**src/rtl/mips_pc_pkg.sv**
```systemverilog
// Shared constants and next-PC select encoding for the MIPS fetch-stage PC sequencer.
package mips_pc_pkg;

  localparam int unsigned PC_WIDTH = 32;

  localparam logic [31:0] PC_RESET_VEC = 32'h0000_0000;
  localparam logic [31:0] PC_EXC_VEC   = 32'h0000_0080;

  // Source of the PC loaded at the next edge, in no particular priority order.
  typedef enum logic [1:0] {
    SEL_HOLD = 2'd0,
    SEL_SEQ  = 2'd1,
    SEL_TGT  = 2'd2,
    SEL_EXC  = 2'd3
  } pc_sel_e;

endpackage

```
**src/rtl/pc_incr.sv**
```systemverilog
// Combinational sequential-PC adder; the carry out of the top bit is discarded.
module pc_incr
  import mips_pc_pkg::*;
#(
  parameter int unsigned WIDTH = PC_WIDTH,
  parameter int unsigned STEP  = 4
) (
  input  logic [WIDTH-1:0] pc_i,
  output logic [WIDTH-1:0] sum_o
);

  assign sum_o = pc_i + WIDTH'(STEP);

endmodule

```
**src/rtl/pc_sequencer.sv**
```systemverilog
// Registered program counter for the fetch stage: chooses between hold, sequential,
// redirect-target and exception-vector sources, advancing only on a fetch handshake.
module pc_sequencer
  import mips_pc_pkg::*;
#(
  parameter int unsigned     WIDTH      = PC_WIDTH,
  parameter int unsigned     STEP       = 4,
  parameter int unsigned     ALIGN_BITS = 2,
  parameter logic [WIDTH-1:0] RESET_VEC = WIDTH'(PC_RESET_VEC),
  parameter logic [WIDTH-1:0] EXC_VEC   = WIDTH'(PC_EXC_VEC)
) (
  input  logic             clk,
  input  logic             reset_n,
  input  logic             stall,
  input  logic             redirect,
  input  logic [WIDTH-1:0] target,
  input  logic             exception,
  input  logic             fetch_ready,
  output logic [WIDTH-1:0] pc,
  output logic [WIDTH-1:0] pc_next_seq,
  output logic             pc_valid,
  output logic             misaligned
);

  logic [WIDTH-1:0] pc_q, pc_d;
  logic             valid_q;
  logic             misaligned_q, misaligned_d;
  logic             tgtMisaligned;
  pc_sel_e          sel;

  pc_incr #(
    .WIDTH (WIDTH),
    .STEP  (STEP)
  ) u_pc_incr (
    .pc_i  (pc_q),
    .sum_o (pc_next_seq)
  );

  // With ALIGN_BITS=0 every target is accepted and the misaligned pulse never fires.
  if (ALIGN_BITS > 0) begin : gAlign
    assign tgtMisaligned = |target[ALIGN_BITS-1:0];
  end else begin : gNoAlign
    assign tgtMisaligned = 1'b0;
  end

  // Exceptions and redirects take effect even while stalled or without fetch_ready.
  always_comb begin
    sel          = SEL_HOLD;
    misaligned_d = 1'b0;
    if (exception) begin
      sel = SEL_EXC;
    end else if (redirect && tgtMisaligned) begin
      sel          = SEL_EXC;
      misaligned_d = 1'b1;
    end else if (redirect) begin
      sel = SEL_TGT;
    end else if (stall) begin
      sel = SEL_HOLD;
    end else if (valid_q && fetch_ready) begin
      sel = SEL_SEQ;
    end
  end

  always_comb begin
    pc_d = pc_q;
    unique case (sel)
      SEL_HOLD: pc_d = pc_q;
      SEL_SEQ:  pc_d = pc_next_seq;
      SEL_TGT:  pc_d = target;
      SEL_EXC:  pc_d = EXC_VEC;
      default:  pc_d = pc_q;
    endcase
  end

  always_ff @(posedge clk) begin
    if (!reset_n) begin
      pc_q         <= RESET_VEC;
      valid_q      <= 1'b0;
      misaligned_q <= 1'b0;
    end else begin
      pc_q         <= pc_d;
      valid_q      <= 1'b1;
      misaligned_q <= misaligned_d;
    end
  end

  assign pc         = pc_q;
  assign pc_valid   = valid_q;
  assign misaligned = misaligned_q;

endmodule

```
**config.mk**
```make
export PLATFORM = sky130hd
export DESIGN_NAME = pc_sequencer
export DESIGN_NICKNAME = d
export VERILOG_FILES = /design/src/rtl/mips_pc_pkg.sv /design/src/rtl/pc_incr.sv /design/src/rtl/pc_sequencer.sv
export SDC_FILE = /design/constraint.sdc
export NUM_CORES = 1
export LEC_CHECK = 0
export ABC_AREA = 1
export BUFFER_PORTS_ARGS = -buffer_cell sky130_fd_sc_hd__buf_2
export CORE_UTILIZATION = 30
export CTS_CLUSTER_DIAMETER = 50
export DETAILED_ROUTE_END_ITERATION = 16
export MAX_ROUTING_LAYER = met4
export PLACE_DENSITY = 0.64
export SETUP_SLACK_MARGIN = 0.3
export SLEW_MARGIN = 20
export SYNTH_ARGS = -nofsm -noshare
export SYNTH_HDL_FRONTEND = slang
export SYNTH_SLANG_ARGS = --single-unit
```
**constraint.sdc**
```tcl
create_clock -name clk -period 1.7 [get_ports clk]
set_input_delay 0.255 -clock clk [delete_from_list [all_inputs] [get_ports clk]]
set_output_delay 0.255 -clock clk [all_outputs]
set_load 0.005 [all_outputs]
```
# Word level (Yosys, flattened, before mapping)

Index checks and enable logic that the tools add are counted.
Widths: inputs -> output; s select.

Bitwise logic cells: 1
Mux-type cells: 8
Reductions and logical operators: 5
Equality and inequality tests: 3
Add/subtract/negate cells: 1

Operators with widths:

| cell                  | number |
|---|---|
| $pmux 32 s3           | 1 |
| $add 32x3->32 const B | 1 |
| $mux 2                | 3 |
| $eq 2x2->1 const B    | 2 |
| $mux 1                | 4 |
| $reduce_or 2->1       | 2 |
| $eq 2x1->1 const B    | 1 |
| $logic_and 1x1->1     | 2 |
| $logic_not 2->1       | 1 |
| $not 1->1             | 1 |

Output and inout bits: 66
Flip-flop bits (word level): 34
Logic and storage cells: 21

# Depth between registers and ports, before layout

Gate-level depths: netlist of run 1.

Depth in word-level cells: 8
Gate-level depth with buffers: 10

# Hierarchy

A second synthesis of run 1 with hierarchy kept.

Cells, all modules: 490
Area, all modules: 2832.7 um2

Modules (own cells, without submodules):

| module       | area an instance (um2) | cells each | instances | sequential area each (um2) |
|---|---|---|---|---|
| pc_sequencer | 1923.1                 | 313        | 1         | 680.7 |
| pc_incr      | 909.6                  | 177        | 1         | 0.0 |

# Worst setup path before layout of run 1

Ideal clock, no wire load.

Path type: flip-flop to output port
Start: register pc_q[2] (netlist: pc[2])
End: output pc_next_seq[22]
Arrival time: 1.296 ns
Required time: 1.445 ns
Slack: 0.149 ns
Cell stages (with the launch flop): 8
Cells stage by stage: dfxtp_1 ha_1 nand2_1 nor2_4 nand2_4 nor2_4 nand3_1 and2_1

Word-level cells in the longest chain between the ends: 1

Ends and longest elaborated chain:

| what                   | RTL line           | RTL |
|---|---|---|
| start, declared        | pc_sequencer.sv:25 | `logic [WIDTH-1:0] pc_q, pc_d;` |
| start signal, assigned | pc_sequencer.sv:81 | `pc_q <= pc_d;` |
| $add 32x3->32          | pc_incr.sv:12      | `assign sum_o = pc_i + WIDTH'(STEP);` |
| end, declared          | pc_sequencer.sv:20 | `output logic [WIDTH-1:0] pc_next_seq,` |

Every way passes these cells.

# Worst setup path in the final report of run 1

Start: register pc_q[3] (netlist: pc[3])
End: output pc_next_seq[20]

Same word-level chain as after synthesis.

==> summary.txt, run 1 <==
Outcome
  – Outcome: finished, violations left
  – Failing checks: setup timing

Global route
  – Initial antenna violation count: 0
  – Grt ovf: 0
  – Vias in the first global route: 2887
  – Largest net degree at the start of global routing: just over 60
  – First-pass GRT wire length: about 13000 µm
  – Total GRT Usage: 0.200

STA
  – Final hold slack: 198 ps
  – Clock Skew: 10.5 ps
  – Final Cycle Share: 1.15
  – Fmax: 513 MHz
  – Final Hold Viols: 0
  – Setup ws final: -250 ps
  – Final setup viols: 22
  – Worst slew margin: 0.592
  – Tightest Pin Transition: 612 ps
  – Final Slew Violations: 0
  – Unrepaired setup endpoints after global routing: yes
  – Final min period: 1950 ps

Power
  – Pwr dens: 580 mW/mm²
  – Worst vdd ir: 319 µV
  – Leakage: approximately 0.0019 µW

Drt
  – Final WL: 8610 µm
  – WL per Instance: 13.2 µm
  – Post-DRT Antenna Nets: 0
  – Drc violations: 0
  – DR vias/cell: 4.72
  – Iter 0 DRT Violations: 91
  – Via count: 3082
  – First-pass detailed-route iteration total: 5

Floorplanning
  – I/O pin cnt: 104
  – Die ar.: 0.00863 mm²
  – Die X: 92.9 µm
  – Die Span Y: 92.9 µm
  – Starting Density: 0.316
  – Core area: ~0.0078 mm²
  – Row count: 32

Setup path
  – CP Depth: 8
  – Register-to-register setup slack: 70 ps
  – CP Capture Type: output pin
  – End of the worst register-to-register path: pc[14]$_SDFFE_PN0P_
  – RR Startpoint: pc[3]$_SDFFE_PN0P_
  – CP Cell Sequence: ha_4 -> nand2_4 -> nor2_4 -> buf_6 -> nand3_4 -> o21ai_2 -> nand2_2 -> buf_2
  – Critical Path End: pc_next_seq[20]
  – Reg2reg path depth: 9
  – Req. time, crit path: 1440 ps
  – Critical path fanouts, max: 4
  – Crit path kind: flip-flop to output pin
  – Crit-path slowest cell: dfxtp_4
  – Max incr delay on CP: 380 ps
  – Crit path DAT: 1700 ps
  – Crit path from: pc[3]$_SDFFE_PN0P_
  – CP top delay family: simple AND/OR/NAND/NOR gates
  – Worst Setup Start Kind: flip-flop
  – Bufs and invs on worst path: 2

Final layout
  – Most frequent cells in the layout: nand2_1, buf_2, inv_1
  – Post-Layout Cell Count: about 650
  – Nets: ~600
  – Most common cell after layout, fill and taps aside: nand2_1
  – Layout cell share with drive strength beyond 1: 0.454
  – Diodes inserted: 0
  – Synthesis-to-finish area growth: 55.5%

Placed design
  – Dpl cells: 631
  – Hpwl dp: ~6200 µm
  – I/O Buffers: 103
  – GPL Wtd Cong: 0.888

Synthesis
  – Synthesized flop and latch total: 34
  – Syn Nets: 454
  – YS warnings: 0
  – Post-synth EDFFs: 0
  – Async set-reset flop share out of synthesis: 0
  – Mapped Avg Cell Area: 5.97 µm²
  – Yosys cell types: 25
  – Synth Instances: 415
  – Register area share after synthesis: 0.275
  – Post-Syn Area: 0.00248 mm²
  – Main synth FF type: dfxtp_1

Clocking
  – Clock sink count: 34
  – Post-CTS Hold Fix Bufs: 0
  – CTS tree: built
  – H-tree Lvls: 2
  – Clock buffer depth: 2
  – CTS Root Cell: clkbuf_8
  – CTS buffer count: 5
  – Clk_lat worst skew: 290 ps
  – Clock slew at reported path FFs: 80 ps

Hold path
  – Min-delay src: target[1]
  – Min-Delay Path Class: input pin to flip-flop

Job
  – Maximum Capacitance Violations: 0
state kept, by name, indices dropped and copies added (netlist names):
register / flops
pc: 32
misaligned: 1
pc_valid: 1
Yosys cell counts (2+ instances only):
| library cell | n | area share |
|---|---|---|
| nand3b_1 | 3 | 0.0091 |
| nand3_1 | 16 | 0.032 |
| nand2_4 | 2 | 0.0091 |
| xor2_1 | 3 | 0.011 |
| xnor2_1 | 6 | 0.021 |
| xor2_2 | 5 | 0.033 |
| dfxtp_1 | 34 | 0.27 |
| nand2_2 | 3 | 0.0076 |
| and2_1 | 6 | 0.015 |
| nand3_2 | 2 | 0.0081 |
| nor2_4 | 8 | 0.036 |
| o21ai_0 | 32 | 0.065 |
| buf_4 | 2 | 0.0061 |
| inv_1 | 48 | 0.073 |
| nand2_1 | 156 | 0.24 |
| clkbuf_1 | 12 | 0.018 |
| nor2_1 | 38 | 0.058 |
| a31oi_1 | 8 | 0.020 |
| a21oi_1 | 22 | 0.044 |
| buf_2 | 3 | 0.0061 |
| nor2_2 | 2 | 0.0050 |
kinds of logic after synthesis:
family	synth area share
flops	0.275
fa+ha+maj	0.00505
compound gates	0.134
buf+inv	0.105
xor+xnor	0.0646
simple gates	0.417
what timing repair did:
| item | 4_1_cts | 5_1_grt |
|---|---|---|
| cloned | 0 | 1 |
| endpoints found under the setup margin | 45 | 50 |
| buffers inserted | 10 | 3 |
| gates resized for setup | 64 | 27 |
| pin swaps | 24 | 23 |
worst min path at each step:
| stage | cells after the start | endpoint |
|---|---|---|
| 6_report | 3 | misaligned$_SDFF_PP0_ |
| 5_1_grt | 3 | pc[5]$_SDFFE_PN0P_ |
| 4_1_cts | 3 | misaligned$_SDFF_PP0_ |
| 3_5_place_dp | 2 | pc[1]$_SDFFE_PN0P_ |
| 3_3_place_gp | 2 | pc[1]$_SDFFE_PN0P_ |
| 2_1_floorplan | 0 | pc_valid$_DFF_P_ |
report_power, final:
part / switching (µW) / total [µW] / internal, µW
logic: 234 / 453 / 218
clock network: 317 / 898 / 581
registers: 49.0 / 886 / 836
worst reg2reg max path: stages (launching register included):
cell and delay [ps]:
dfxtp_4 380, ha_4 150, nand2_4 50, nor2_4 180, nand2_4 110, nor2_4 160, xor2_2 220, buf_4 150
nand2_2 40, a21oi_2 100
metal layers:
layer,GRT usage,share of wire,wire [µm],vias to the layer above
met5,-,0,0,-
met4,0.0628,0.021,179,0
li1,-,-,-,1544
met2,0.323,0.47,4080,122
met3,0.0361,0.067,574,16
met1,0.254,0.44,3770,1400
final cells by class:
type	count	area, µm²
clock buffers	5	68.8
clock inverters	3	63.8
fillers	812	4000
inverters	49	184
multi-input cells	315	1800
flip-flops and latches	34	728
well taps	102	128
repair buffers	145	877
stage by stage:
stage          total power [µW]  setup TNS [ps]  utilization  area [µm²]  worst slack (ps)
2_1_floorplan              1080               0            -        2500               243
3_3_place_gp               1300               0        0.421        3300              50.3
3_5_place_dp               1310               0        0.421        3300              46.9
4_1_cts                    2230           -3250        0.473        3710              -200
5_1_grt                    2360           -6180        0.491        3850              -341
6_report                   2240           -3990        0.491        3850              -250
Power figures use the tool's default switching activity.
==> run 2: changes to the inputs <==
Settings changed: ABC_AREA 1 to default, CTS_BUF_LIST from default to sky130_fd_sc_hd__clkbuf_16, PLACE_DENSITY 0.64 to 0.65.
==> summary.txt, run 2 <==
Clocking
  – CTS buffer count: 5
  – Post-CTS Hold Fix Bufs: 0
  – Clock slew at reported path FFs: 60 ps
  – CTS Root Cell: clkbuf_16
  – CTS tree: built
  – Clock buffer depth: 2
  – Clk_lat worst skew: 290 ps
  – H-tree Lvls: 2
  – Clock sink count: 34

Final layout
  – Post-route cell area: 0.00468 mm²
  – Most frequent cells in the layout: buf_2, buf_4, buf_6
  – Most common cell after layout, fill and taps aside: buf_2
  – Synthesis-to-finish area growth: 101%
  – Nets: between 500 and 600
  – Post-Layout Cell Count: between 600 and 700
  – Max reg flops: 32
  – Layout cell share with drive strength beyond 1: 0.635
  – Total of fill cells in the finished design: 574
  – Final core area utilization: 0.635

Power
  – Logic pwr share: 0.149
  – Switching power total: 541 µW
  – Worst vdd ir: roughly 480 µV
  – Pwr dens: about 430 mW/mm²
  – Internal Power: about 1500 µW
  – Sw frac: 0.267
  – Tot Pwr: 2020 µW
  – Flop pwr share: 0.407
  – Clk network pwr share: 0.444
  – Leakage: around 0.0023 µW

Floorplanning
  – Die Span Y: 90.1 µm
  – Die ar.: 0.00813 mm²
  – Core area: approximately 0.0074 mm²
  – Starting Density: 0.316
  – Die X: 90.1 µm
  – I/O pin cnt: 104
  – Row count: 31

Setup path
  – CP Capture Type: output pin
  – Crit path kind: flip-flop to output pin
  – End of the worst register-to-register path: pc[19]$_SDFFE_PN0P_
  – RR Startpoint: pc[2]$_SDFFE_PN0P_
  – Worst Setup Start Kind: flip-flop
  – Crit-path slowest cell: or4_4
  – Reg2reg path depth: 10
  – Crit path DAT: 2190 ps
  – Critical path fanouts, max: 5
  – Critical Path End: pc_next_seq[24]
  – CP Cell Sequence: nand3_4 -> or4_4 -> or3_4 -> nor2_2 -> xor2_1 -> buf_2
  – CP Depth: 6
  – CP top delay family: simple AND/OR/NAND/NOR gates
  – Req. time, crit path: 1440 ps
  – Crit path from: pc[12]$_SDFFE_PN0P_
  – Bufs and invs on worst path: 1
  – Register-to-register setup slack: -540 ps
  – Max incr delay on CP: 530 ps

Hold path
  – Min-Delay Path Class: input pin to flip-flop

Global route
  – Grt ovf: 0
  – First-pass GRT wire length: 15700 µm
  – Initial antenna violation count: 0
  – Largest net degree at the start of global routing: 19
  – Total GRT Usage: 0.249
  – Vias in the first global route: 3120

STA
  – Final setup TNS: -16480 ps
  – Final setup viols: 48
  – Setup ws final: -749 ps
  – Final min period: 2450 ps
  – Final Hold Viols: 0
  – Tightest Pin Transition: 596 ps
  – Final Slew Violations: 0
  – Worst slew margin: 0.602
  – Fmax: ~410 MHz
  – Unrepaired setup endpoints after global routing: yes
  – Clock Skew: approximately 13 ps
  – Final Cycle Share: 1.44

Drt
  – DR vias/cell: 5.64
  – Iter 0 DRT Violations: 400
  – Final WL: approximately 12000 µm
  – WL per Instance: 20.0 µm
  – Via count: 3466
  – First-pass detailed-route iteration total: 5
  – Drc violations: 0
  – Post-DRT Antenna Nets: 0

Synthesis
  – Async set-reset flop share out of synthesis: 0
  – Synth area leaders: dfxtp_1, xnor2_1, nand2_1, o21ai_0, xor2_1
  – Yosys cell types: 48
  – Synth cell count leaders: nand2_1, dfxtp_1, o21ai_0, xnor2_1, a21oi_1
  – Mapped Avg Cell Area: about 7.6 µm²
  – Main synth FF type: dfxtp_1
  – Register area share after synthesis: 0.292
  – Cell taking the most area after synthesis: dfxtp_1
  – Post-Syn Area: 0.00233 mm²
  – Count leader, synth: nand2_1
  – YS warnings: 0
  – Post-synth EDFFs: 0
  – Syn Nets: ~350
  – Synth Instances: 308
  – Synthesized flop and latch total: 34
  – Area share of the largest cell type after synthesis: 0.292

Placed design
  – I/O Buffers: 103
  – Dpl cells: roughly 550
  – Hpwl dp: 6380 µm
  – Placement Cell Area: roughly 0.0034 mm²
  – GPL Wtd Cong: around 0.86

Outcome
  – Failing checks: setup timing
  – Outcome: finished, violations left

Job
  – Maximum Capacitance Violations: 0
## run 2: changes by cell type in the layout (fill, tap and decap cells not counted), sizes merged, moves of 6 or more
cell	delta
nand4	+11
and3	+6
inv	-43
xor2	+6
buf	+80
nor3	+11
nand2	-118
xnor2	+21
nor4	+7
nor2	-32
## run 2: cell type report
| type | instances | area, µm² | area share |
|---|---|---|---|
| antenna | 1 | 2.50 | 0.000534 |
| clock buffer | 5 | 125 | 0.0267 |
| clock inverter | 3 | 16.3 | 0.00347 |
| inverter | 6 | 22.5 | 0.00481 |
| multi-input combinational | 243 | 2040 | 0.435 |
| sequential | 34 | 709 | 0.151 |
| tap | 99 | 124 | 0.0264 |
| timing repair buffer | 224 | 1650 | 0.352 |
## run 2: power by group through the flow
stage | clock network [µW] | logic (µW) | registers (µW)
2_1_floorplan | 0 | 85.9 | 848
3_3_place_gp | 0 | 224 | 840
3_5_place_dp | 0 | 227 | 840
4_1_cts | 886 | 250 | 822
5_1_grt | 935 | 318 | 824
6_report | 899 | 302 | 823
## run 2: metrics by stage
| stage | hold slack (ps) | setup slack, ps |
|---|---|---|
| global route | 178 | -760 |
| finish | 168 | -749 |
| global placement | 457 | -246 |
| CTS | 168 | -579 |
| floorplan | 283 | -352 |
| detailed placement | 457 | -301 |
## run 2: worst min-delay path by stage
stage	startpoint	endpoint	slack [ps]	cells past startpoint
finish	target[31]	pc[31]$_SDFFE_PN0P_	170	3
global route	target[29]	pc[29]$_SDFFE_PN0P_	180	3
CTS	target[24]	pc[24]$_SDFFE_PN0P_	170	3
detailed placement	target[24]	pc[24]$_SDFFE_PN0P_	460	3
global placement	target[31]	pc[31]$_SDFFE_PN0P_	460	3
floorplan	reset_n	pc_valid$_DFF_P_	280	0
## run 2: kinds of logic after synthesis
| kind of cell | synth area share |
|---|---|
| flops | 0.292 |
| xor+xnor | 0.154 |
| simple gates | 0.306 |
| fa+ha+maj | 0.00537 |
| compound gates | 0.177 |
| buf+inv | 0.0649 |
## run 2: per-layer routing
| layer | GRT usage | part of all wire | vias to the layer above | wire (µm) |
|---|---|---|---|---|
| met4 | 0.108 | 0.040 | 0 | 487 |
| met3 | 0.0465 | 0.080 | 50 | 988 |
| met5 | - | 0 | - | 0 |
| met1 | 0.301 | 0.39 | 1657 | 4850 |
| li1 | - | - | 1512 | - |
| met2 | 0.405 | 0.49 | 247 | 5980 |
## run 2: worst register-to-register path: cells and delay by family, from the launching register on
family                 cells  cell delay (ps)
AND/OR/NAND/NOR            3              860
buffers and inverters      5              630
flip-flops                 1              360
XOR/XNOR                   1              160
AO/OA/AOI/OAI              1              110
## run 2: what timing repair did
item | 4_1_cts | 5_1_grt
setup endpoints to repair | 53 | 61
gates resized for setup | 95 | 64
cloned | 0 | 1
setup buffers | 36 | 22
pin swaps | 45 | 34
